### config.mk
export PLATFORM = sky130hd
export DESIGN_NAME = impact_link_tx
export DESIGN_NICKNAME = d
export VERILOG_FILES = /design/src/rtl/impact_link_pkg.sv /design/src/rtl/impact_link_fifo.sv /design/src/rtl/impact_link_tx.sv
export SDC_FILE = /design/constraint.sdc
export NUM_CORES = 1
export LEC_CHECK = 0
export BUFFER_PORTS_ARGS = -buffer_cell sky130_fd_sc_hd__buf_4
export CAP_MARGIN = 0
export CELL_PAD_IN_SITES_DETAIL_PLACEMENT = 0
export CELL_PAD_IN_SITES_GLOBAL_PLACEMENT = 1
export CORE_ASPECT_RATIO = 0.9
export CORE_MARGIN = 4
export CORE_UTILIZATION = 52
export DETAILED_ROUTE_END_ITERATION = 7
export GPL_ROUTABILITY_DRIVEN = 0
export PLACE_DENSITY = 0.87
export SLEW_MARGIN = 20
export SYNTH_ARGS = -nofsm -noshare
export SYNTH_HDL_FRONTEND = slang
export SYNTH_SLANG_ARGS = --single-unit
export TNS_END_PERCENT = 30
### constraint.sdc
create_clock -name wb_clk_i -period 3.1 [get_ports wb_clk_i]
set_input_delay 0.465 -clock wb_clk_i [delete_from_list [all_inputs] [get_ports wb_clk_i]]
set_output_delay 0.465 -clock wb_clk_i [all_outputs]
set_load 0.03 [all_outputs]
### src/rtl/impact_link_pkg.sv
// impact_link_pkg
// Shared definitions for the IMPACT edge-link transmitter: beat geometry,
// the transmit FSM state type, the beat index type and a byte-select helper.
package impact_link_pkg;

    localparam int BEAT_W         = 8;
    localparam int BEATS_PER_WORD = 4;

    typedef enum logic [1:0] {
        IDLE,
        LOAD,
        SEND,
        WAIT
    } link_tx_state_t;

    typedef logic [1:0] beat_idx_t;

    // Beat b of a word; beat 0 is the least significant byte.
    function automatic logic [BEAT_W-1:0] beat_of(
        input logic [BEAT_W*BEATS_PER_WORD-1:0] w,
        input beat_idx_t                        b
    );
        return w[b*BEAT_W +: BEAT_W];
    endfunction

endpackage

### src/rtl/impact_link_fifo.sv
// impact_link_fifo
// Synchronous word FIFO between the core-side push interface and the link
// serializer. The caller never pushes when level == DEPTH and never pops when
// level == 0. Read data is presented combinationally from the read pointer.
//
// Ports:
//   clk, rst_n  clock, asynchronous active-low reset
//   push, din   write strobe and word
//   pop, dout   read strobe and head-of-queue word
//   level       occupancy, 0..DEPTH
module impact_link_fifo #(
    parameter int DEPTH = 4,
    parameter int WIDTH = 32
) (
    input  logic                     clk,
    input  logic                     rst_n,
    input  logic                     push,
    input  logic [WIDTH-1:0]         din,
    input  logic                     pop,
    output logic [WIDTH-1:0]         dout,
    output logic [$clog2(DEPTH):0]   level
);

    localparam int AW = $clog2(DEPTH);

    logic [WIDTH-1:0] mem [DEPTH];
    logic [AW-1:0]    wr_ptr;
    logic [AW-1:0]    rd_ptr;
    logic [AW:0]      count;

    // Pointers wrap naturally because DEPTH is a power of two.
    always_ff @(posedge clk or negedge rst_n) begin
        if (!rst_n) begin
            wr_ptr <= '0;
            rd_ptr <= '0;
            count  <= '0;
        end else begin
            if (push) wr_ptr <= wr_ptr + 1'b1;
            if (pop)  rd_ptr <= rd_ptr + 1'b1;
            case ({push, pop})
                2'b10:   count <= count + 1'b1;
                2'b01:   count <= count - 1'b1;
                default: count <= count;
            endcase
        end
    end

    // NOTE: storage has no reset; the pointers and count alone decide which
    // entries are valid, so clearing the array would only cost flops.
    always_ff @(posedge clk) begin
        if (push) mem[wr_ptr] <= din;
    end

    assign dout  = mem[rd_ptr];
    assign level = count;

endmodule

### src/rtl/impact_link_tx.sv
// impact_link_tx
// Transmit end of the IMPACT inter-chip edge link. Words from the core are
// queued in a FIFO and sent as four 8-bit beats, LS byte first, each beat
// using a two-phase (toggle) req/ack handshake with the neighbouring head.
//
// Optional feature: define IMPACT_LINK_PARITY_EN to add link_par_o, the even
// parity of link_data_o, registered together with the data.
//
// Ports:
//   wb_clk_i, wb_rst_n          clock, asynchronous active-low reset
//   word_i, word_valid_i        core word and its valid
//   word_ready_o                FIFO has room (level < DEPTH)
//   link_data_o, link_first_o   current beat and "beat 0" marker, to pads
//   link_req_o                  toggles once per beat
//   link_ack_i                  receiver ack toggle, asynchronous
//   link_par_o                  beat parity (IMPACT_LINK_PARITY_EN only)
//   busy_o                      FSM not idle
//   level_o                     FIFO occupancy
module impact_link_tx #(
    parameter int DEPTH  = 4,
    parameter int BEAT_W = 8
) (
    input  logic                     wb_clk_i,
    input  logic                     wb_rst_n,
    input  logic [31:0]              word_i,
    input  logic                     word_valid_i,
    output logic                     word_ready_o,
    output logic [BEAT_W-1:0]        link_data_o,
    output logic                     link_first_o,
    output logic                     link_req_o,
    input  logic                     link_ack_i,
`ifdef IMPACT_LINK_PARITY_EN
    output logic                     link_par_o,
`endif
    output logic                     busy_o,
    output logic [$clog2(DEPTH):0]   level_o
);

    import impact_link_pkg::*;

    localparam int LW = $clog2(DEPTH) + 1;

    link_tx_state_t state;
    link_tx_state_t state_next;
    beat_idx_t      beat;
    logic [31:0]    shreg;
    logic [1:0]     ack_sync;
    logic           ack_s;
    logic           push;
    logic           fifo_pop;
    logic           fifo_empty;
    logic [31:0]    fifo_dout;
    logic [LW-1:0]  fifo_level;

    impact_link_fifo #(
        .DEPTH (DEPTH),
        .WIDTH (32)
    ) u_fifo (
        .clk   (wb_clk_i),
        .rst_n (wb_rst_n),
        .push  (push),
        .din   (word_i),
        .pop   (fifo_pop),
        .dout  (fifo_dout),
        .level (fifo_level)
    );

    assign word_ready_o = (fifo_level < LW'(DEPTH));
    assign push         = word_valid_i && word_ready_o;
    assign fifo_empty   = (fifo_level == '0);
    assign level_o      = fifo_level;
    assign busy_o       = (state != IDLE);

    // The ack comes from another chip's clock domain.
    always_ff @(posedge wb_clk_i or negedge wb_rst_n) begin
        if (!wb_rst_n) ack_sync <= '0;
        else           ack_sync <= {ack_sync[0], link_ack_i};
    end
    assign ack_s = ack_sync[1];

    // NOTE: every signal written here gets a default first, so no path
    // through the case leaves it unassigned and no latch is inferred.
    always_comb begin
        state_next = state;
        fifo_pop   = 1'b0;
        case (state)
            IDLE: begin
                if (!fifo_empty) begin
                    fifo_pop   = 1'b1;
                    state_next = LOAD;
                end
            end
            LOAD: state_next = SEND;
            SEND: state_next = WAIT;
            WAIT: begin
                // Beat accepted once the synchronized ack catches up with req.
                if (ack_s == link_req_o) begin
                    if (beat != beat_idx_t'(BEATS_PER_WORD - 1)) begin
                        state_next = LOAD;
                    end else if (!fifo_empty) begin
                        // Chain straight into the next word without idling.
                        fifo_pop   = 1'b1;
                        state_next = LOAD;
                    end else begin
                        state_next = IDLE;
                    end
                end
            end
            default: state_next = IDLE;
        endcase
    end

    // Data and first are only written in LOAD, so they stay stable through
    // SEND and WAIT and hold their last value in IDLE.
    always_ff @(posedge wb_clk_i or negedge wb_rst_n) begin
        if (!wb_rst_n) begin
            state        <= IDLE;
            beat         <= '0;
            shreg        <= '0;
            link_data_o  <= '0;
            link_first_o <= 1'b0;
            link_req_o   <= 1'b0;
        end else begin
            state <= state_next;
            if (fifo_pop) begin
                shreg <= fifo_dout;
                beat  <= '0;
            end else if (state == WAIT && state_next == LOAD) begin
                beat <= beat + 1'b1;
            end
            if (state == LOAD) begin
                link_data_o  <= beat_of(shreg, beat);
                link_first_o <= (beat == '0);
            end
            if (state == SEND) link_req_o <= ~link_req_o;
        end
    end

`ifdef IMPACT_LINK_PARITY_EN
    always_ff @(posedge wb_clk_i or negedge wb_rst_n) begin
        if (!wb_rst_n)          link_par_o <= 1'b0;
        else if (state == LOAD) link_par_o <= ^beat_of(shreg, beat);
    end
`endif

endmodule

; ---- After elaboration in Yosys (flattened, before gate mapping)
; Memories as Yosys holds them, arrays and structs flattened. A register that Yosys moved wholly into a read port is not among the register bits.
; Index checks and enable logic that the tools add are counted.
[word_totals]
regBits = 23
ramBits = 128
in_bits = 36
out_inout_bits = 15
elab_cells = 49
memories = 1
[mem_list]
columns = name, depth, word_bits, rd, rd_clocked_by_memory_dff, write_ports, line_no
row1 = u_fifo.mem, 4, 32, 1, 1, 1, impact_link_fifo.sv:26  ; logic [WIDTH-1:0] mem [DEPTH];
[op_classes]
add_sub_neg = 5
magnitude_cmp = 1
eq_ne = 8
n_shift = 1
mux = 14
bitwise = 1
n_reduce_logical = 9
[op_table]
columns = op, count
row1 = indexed part select 32 x 6 -> 8 bit, 1
row2 = two-way mux 2 bit, 4
row3 = case mux 2 bit (4 select lines), 1
row4 = two-way mux 1 bit, 7
row5 = adder 2 x 1 -> 2 bit (second input constant), 3
row6 = equality test 2 x 1 -> 1 bit (second input constant), 3
row7 = equality test 2 bit (second input constant), 3
row8 = case mux 3 bit (2 select lines), 1
row9 = nonzero test 2 bit, 3
row10 = logical NOT 2 bit, 2
row11 = adder 3 x 1 -> 3 bit (second input constant), 1
row12 = logical NOT 3 bit, 1
row13 = < comparator 3 bit (second input constant), 1
row14 = subtractor 3 x 1 -> 3 bit (second input constant), 1
row15 = logical AND 1 bit, 2
row16 = inequality test 2 bit (second input constant), 1
row17 = case mux 1 bit (2 select lines), 1
row18 = equality test 1 bit, 1
row19 = logical NOT 1 bit, 1
row20 = NOT 1 bit, 1

; ---- Depth between registers and ports, before layout
[logic_depth]
word_depth = 9
ltp_mapped = 12
mapped_depth_nobuf = 11

; ---- By module
; From an unflattened synthesis, not the netlist that was laid out.
[hier_totals]
hier_cells = 341
area_unflattened_um2 = 7219.4
[by_module_without_submodules]
columns = module, instances, cells_per_inst, area_per_inst_um2, seq_area_each_um2
row1 = impact_link_fifo, 1, 202, 5053.6, 4018.9
row2 = impact_link_tx, 1, 139, 2165.8, 1201.2

; ---- Worst setup path after synthesis
; No wires, ideal clock.
[synth_path]
kind = flip-flop to flip-flop
startpoint = register link_req_o
endpoint = register u_fifo.count[2] (netlist: u_fifo.level[2])
setup_ns = 0.132
t_arrival_ns = 2.239
t_required_ns = 2.968
setup_slack_ns = 0.729
path_stages_with_launch = 12
n_path_buf = 1
synth_period_minus_slack_ns = 2.371
cell_sequence = dfrtp_1 -> xnor2_2 -> a31o_2 -> nand2_4 -> inv_4 -> buf_6 -> ha_1 -> inv_1 -> fa_1 -> xor2_1 -> nor2_1 -> xnor2_1
[synth_via]
elab_chain_len = 5
word_cells_on_any_way = 7
cone_classes = eq/ne: 3 / mux: 3 / reduce/logical: 1
[synth_rtl]
columns = item, line_no
row1 = "start, declared", impact_link_tx.sv:30  ; output logic link_req_o,
row2 = "start signal, assigned", impact_link_tx.sv:135  ; if (state == SEND) link_req_o <= ~link_req_o;
row3 = equality test 1 bit (*), impact_link_tx.sv:97  ; if (ack_s == link_req_o) begin
row4 = two-way mux 1 bit (*), impact_link_tx.sv:97
row5 = case mux 1 bit (2 select lines) (*), impact_link_tx.sv:86  ; case (state)
row6 = via fifo_pop, impact_link_tx.sv:50  ; logic fifo_pop;
row7 = equality test 2 x 1 -> 1 bit or equality test 2 bit (tied branches), impact_link_fifo.sv:40  ; case ({push, pop})
row8 = case mux 3 bit (2 select lines) or nonzero test 2 bit (tied branches), --
row9 = "end signal, assigned", impact_link_fifo.sv:41  ; 2'b10: count <= count + 1'b1;
row10 = "end signal, assigned", impact_link_fifo.sv:42  ; 2'b01: count <= count - 1'b1;
row11 = "end signal, assigned", impact_link_fifo.sv:43  ; default: count <= count;
row12 = "end, declared", impact_link_fifo.sv:29  ; logic [AW:0] count;
; Mark *: on every way through the listed nets, which the timed path passes. The rest lies on a longest branch.
; A chain may end at the register's enable or synchronous reset.

; ---- Worst setup path in the final report
[layout_path]
startpoint = register state[0]
endpoint = register u_fifo.count[2] (netlist: u_fifo.level[2])
[layout_via]
elab_chain_len = 4
word_cells_on_any_way = 7
cone_classes = eq/ne: 3 / mux: 2 / reduce/logical: 2
[layout_rtl]
columns = item, line_no
row1 = "start, declared", impact_link_tx.sv:43  ; link_tx_state_t state;
row2 = "start signal, assigned", impact_link_tx.sv:124  ; state <= state_next;
row3 = equality test 2 bit or logical NOT 2 bit (tied branches), impact_link_tx.sv:86
row4 = case mux 1 bit (2 select lines) (*), impact_link_tx.sv:86
row5 = equality test 2 x 1 -> 1 bit or equality test 2 bit (tied branches), impact_link_fifo.sv:40
row6 = case mux 3 bit (2 select lines) or nonzero test 2 bit (tied branches), --
; Every way passes the cells marked *; elsewhere a longest branch is shown, timed or not.

==> results by group <==
Power
  – IR drop worst, VDD: 0.600 mV
  – Leak pwr: roughly 3.1 nW
  – Pwr dens: around 1000 mW/mm^2

Worst setup path
  – Max incr delay on CP: about 420 ps
  – Cell family with most CP delay: adder cells
  – CP max FO: 5
  – Worst EP arrival: between 2000 and 3000 ps
  – Critical path's slowest cell: dfrtp_1
  – CP required: roughly 3400 ps
  – Crit path kind: reg -> reg
  – Worst path bufs/invs: 3
  – CP Launch Type: flip-flop
  – Worst Setup End Kind: flip-flop
  – Worst path cell trace: inv_1 -> ha_1 -> nor2_1 -> nand2_4 -> inv_4 -> ha_1 -> inv_1 -> fa_1 -> xor2_1 -> nor2_1 -> xnor2_1
  – Flop2flop setup slack: around 900 ps

Clocking
  – Clk sink count: ~180
  – H-tree depth: 4
  – Skew-Pair Late Insertion Delay: 410 ps
  – CTS Buf Count: 17
  – Cts hold-fix bufs: 0
  – Clock-pin slew on the worst setup and hold paths: ~60 ps
  – Post-cts gate resize count: 0
  – CTS Buffer Depth: 2
  – Clock Root Buffer: clkbuf_16
  – Total setup buffers inserted after CTS: 0
  – CTS tree: built

Logic synthesis
  – Post-Syn Nets: between 300 and 400
  – Yosys top cell by area: edfxtp_1
  – #FFs+latches synth: ~180
  – Ys async rst share: 0.301
  – Top post-synthesis cells by area: edfxtp_1 53%, dfrtp_1 19%, mux4_2 12%
  – Most common cell in the synthesized netlist: edfxtp_1
  – Netlist cell types: 35
  – Post-synth top flop: edfxtp_1
  – Post-synth EDFFs: 128
  – Post-Syn Area per Cell: around 21 sq um
  – Synth top cells by count: 128 x edfxtp_1, 55 x dfrtp_1, 40 x mux4_2
  – Register area share after synthesis: 0.717
  – Area of the mapped netlist: 0.00728 sq mm
  – Share of the synthesized area in the top cell type: 0.528
  – Cell count after synthesis: roughly 350
  – Yosys warns: 0

Flow run
  – Max_cap viols: 0

Finish
  – Final nets: 460
  – # diodes: 0
  – Layout cells sized above 1: 0.403
  – Area delta synth->final: 15.8%
  – Sequential cell area: between 0.005 and 0.006 sq mm
  – # fillers: between 900 and 1,000
  – Area of the multi-input gates: roughly 0.0019 sq mm
  – Final core occ: 0.624

STA
  – RSZ-0062 raised after global routing: false
  – Final min period: between 2000 and 2500 ps
  – Setup TNS: 0 ps
  – Slew headroom: 0.484
  – Max Clock Freq: about 0.45 GHz
  – Worst slew pin tran: 775 ps
  – Final Skew: between 8 and 9 ps
  – Fin. max-slew vios: 0
  – Hold Violations, Final: 0
  – Period Utilization, post-route: 0.712
  – Final setup fails: 0

Min path
  – Worst Hold Class: in -> async

Detailed routing
  – First-pass DRT Iterations: 4
  – Final WL: 12,100 um
  – Residual DRC count: 0
  – Remaining antenna violation count: 0
  – Vias: 3,291
  – Drt initial violations: between 200 and 250
  – Drt wl/cell: 20.4 um
  – Vias per std cell: approximately 5.6

Floorplanning
  – Initial core utilization: 0.539
  – Total Die Area: 0.0160 sq mm
  – Die Y-Extent: 120 um
  – FP Rows: 40
  – Die Wd: ~130 um
  – Number of top-level pins: 51
  – Core Footprint: 0.0135 sq mm

GRT
  – Initial antenna violation count: 0
  – Vias in the first global route: 3,579
  – Largest net degree at the start of global routing: 56
  – Gr usage total: 0.165
  – GRT Residual Overflow: 0
  – First-pass GRT wire length: around 20,000 um

Place
  – Post-DP HPWL: ~7300 um
  – Port bufs: 50

Run status
  – Status: completed
==> cells in the final DEF, fill, tap and decap left out, drive strengths merged <==
cell type and n:
mux4 40, clkinv 4, edfxtp 128, nor3b 1, xnor2 6, inv 15, and3 1, o21ai 5
nor2 4, clkinvlp 1, buf 60, o211ai 1, bufinv 1, a32oi 1, a211o 1, and2 4
ha 12, mux2 41, o311ai 1, dfrtp 55, fa 1, nand2 5, clkbuf 24, or3 1
nor3 1, nor2b 2, a31o 1, a21oi 3, o21bai 1, xor2 2, o31ai 1
==> worst reg2reg max path, stage by stage (launching register included) <==
cell and delay, ps:
dfrtp_1 420, inv_1 110, ha_1 290, nor2_1 180
nand2_4 100, inv_4 60, ha_1 160, inv_1 60
fa_1 370, xor2_1 150, nor2_1 110, xnor2_1 120
==> layer usage <==
| metal | vias up | global-route usage | share of wire |
|---|---|---|---|
| met1 | 1720 | 0.223 | 0.45 |
| met2 | 74 | 0.264 | 0.50 |
| met3 | 11 | 0.0458 | 0.034 |
| li1 | 1486 | - | - |
| met4 | 0 | 0.0552 | 0.010 |
| met5 | - | 0 | 0 |
==> through the flow <==
| stage | worst slack (ps) | power [W] | hold slack, ps | instance area, sq um | cells |
|---|---|---|---|---|---|
| 3_5_place_dp | 900 | 0.00650 | 355 | 7860 | 560 |
| 6_report | 893 | 0.00845 | 108 | 8430 | 592 |
| 3_3_place_gp | 951 | 0.00638 | 335 | 7860 | 560 |
| 5_1_grt | 754 | 0.00893 | 132 | 8430 | 592 |
| 2_1_floorplan | 729 | 0.00577 | 169 | 7280 | 347 |
| 4_1_cts | 876 | 0.00856 | 113 | 8430 | 592 |
==> report_power, final <==
| group | leakage (nW) | internal [W] | switching, W |
|---|---|---|---|
| Sequential | 1.81 | 0.00325 | 0.000349 |
| Clock | 0.282 | 0.00121 | 0.000825 |
| Combinational | 1.04 | 0.00152 | 0.00130 |
==> registers in the layout, summed over array words and instances, names as in the netlist <==
signal / flops
u_fifo.rd_ptr: 2
ack_sync: 2
state: 2
link_first_o: 1
shreg: 32
beat: 2
link_req_o: 1
link_data_o: 8
u_fifo.mem: 128
u_fifo.wr_ptr: 2
u_fifo.level: 3
==> layout make-up <==
class | instances | area share
clock inverter | 8 | 0.00831
inverter | 13 | 0.00608
clock buffer | 24 | 0.0595
timing repair buffer | 60 | 0.0549
multi-input combinational | 136 | 0.227
sequential | 183 | 0.619
tap | 168 | 0.0249
==> logic make-up after synthesis <==
| family | synth area share |
|---|---|
| DFF | 0.717 |
| muxes | 0.201 |
| buffers and inverters | 0.0201 |
| and+or+nand+nor | 0.0143 |
| AOI/OAI and AO/OA | 0.0139 |
| adders and majority gates | 0.0234 |
| xor gates and xnor gates | 0.0107 |
==> path summary, 6_finish.rpt <==
check                            startpoint               end  depth (start not counted)
worst max register to register     state[0]   u_fifo.level[2]                         11
worst max-delay path               state[0]   u_fifo.level[2]                         11
worst min register to register  ack_sync[0]       ack_sync[1]                          0
max in group asynchronous          wb_rst_n  u_fifo.rd_ptr[0]                          1
worst min-delay path               wb_rst_n    link_data_o[3]                          1
min in group wb_clk_i            link_ack_i       ack_sync[0]                          1
(Power assumes the default switching activity.)
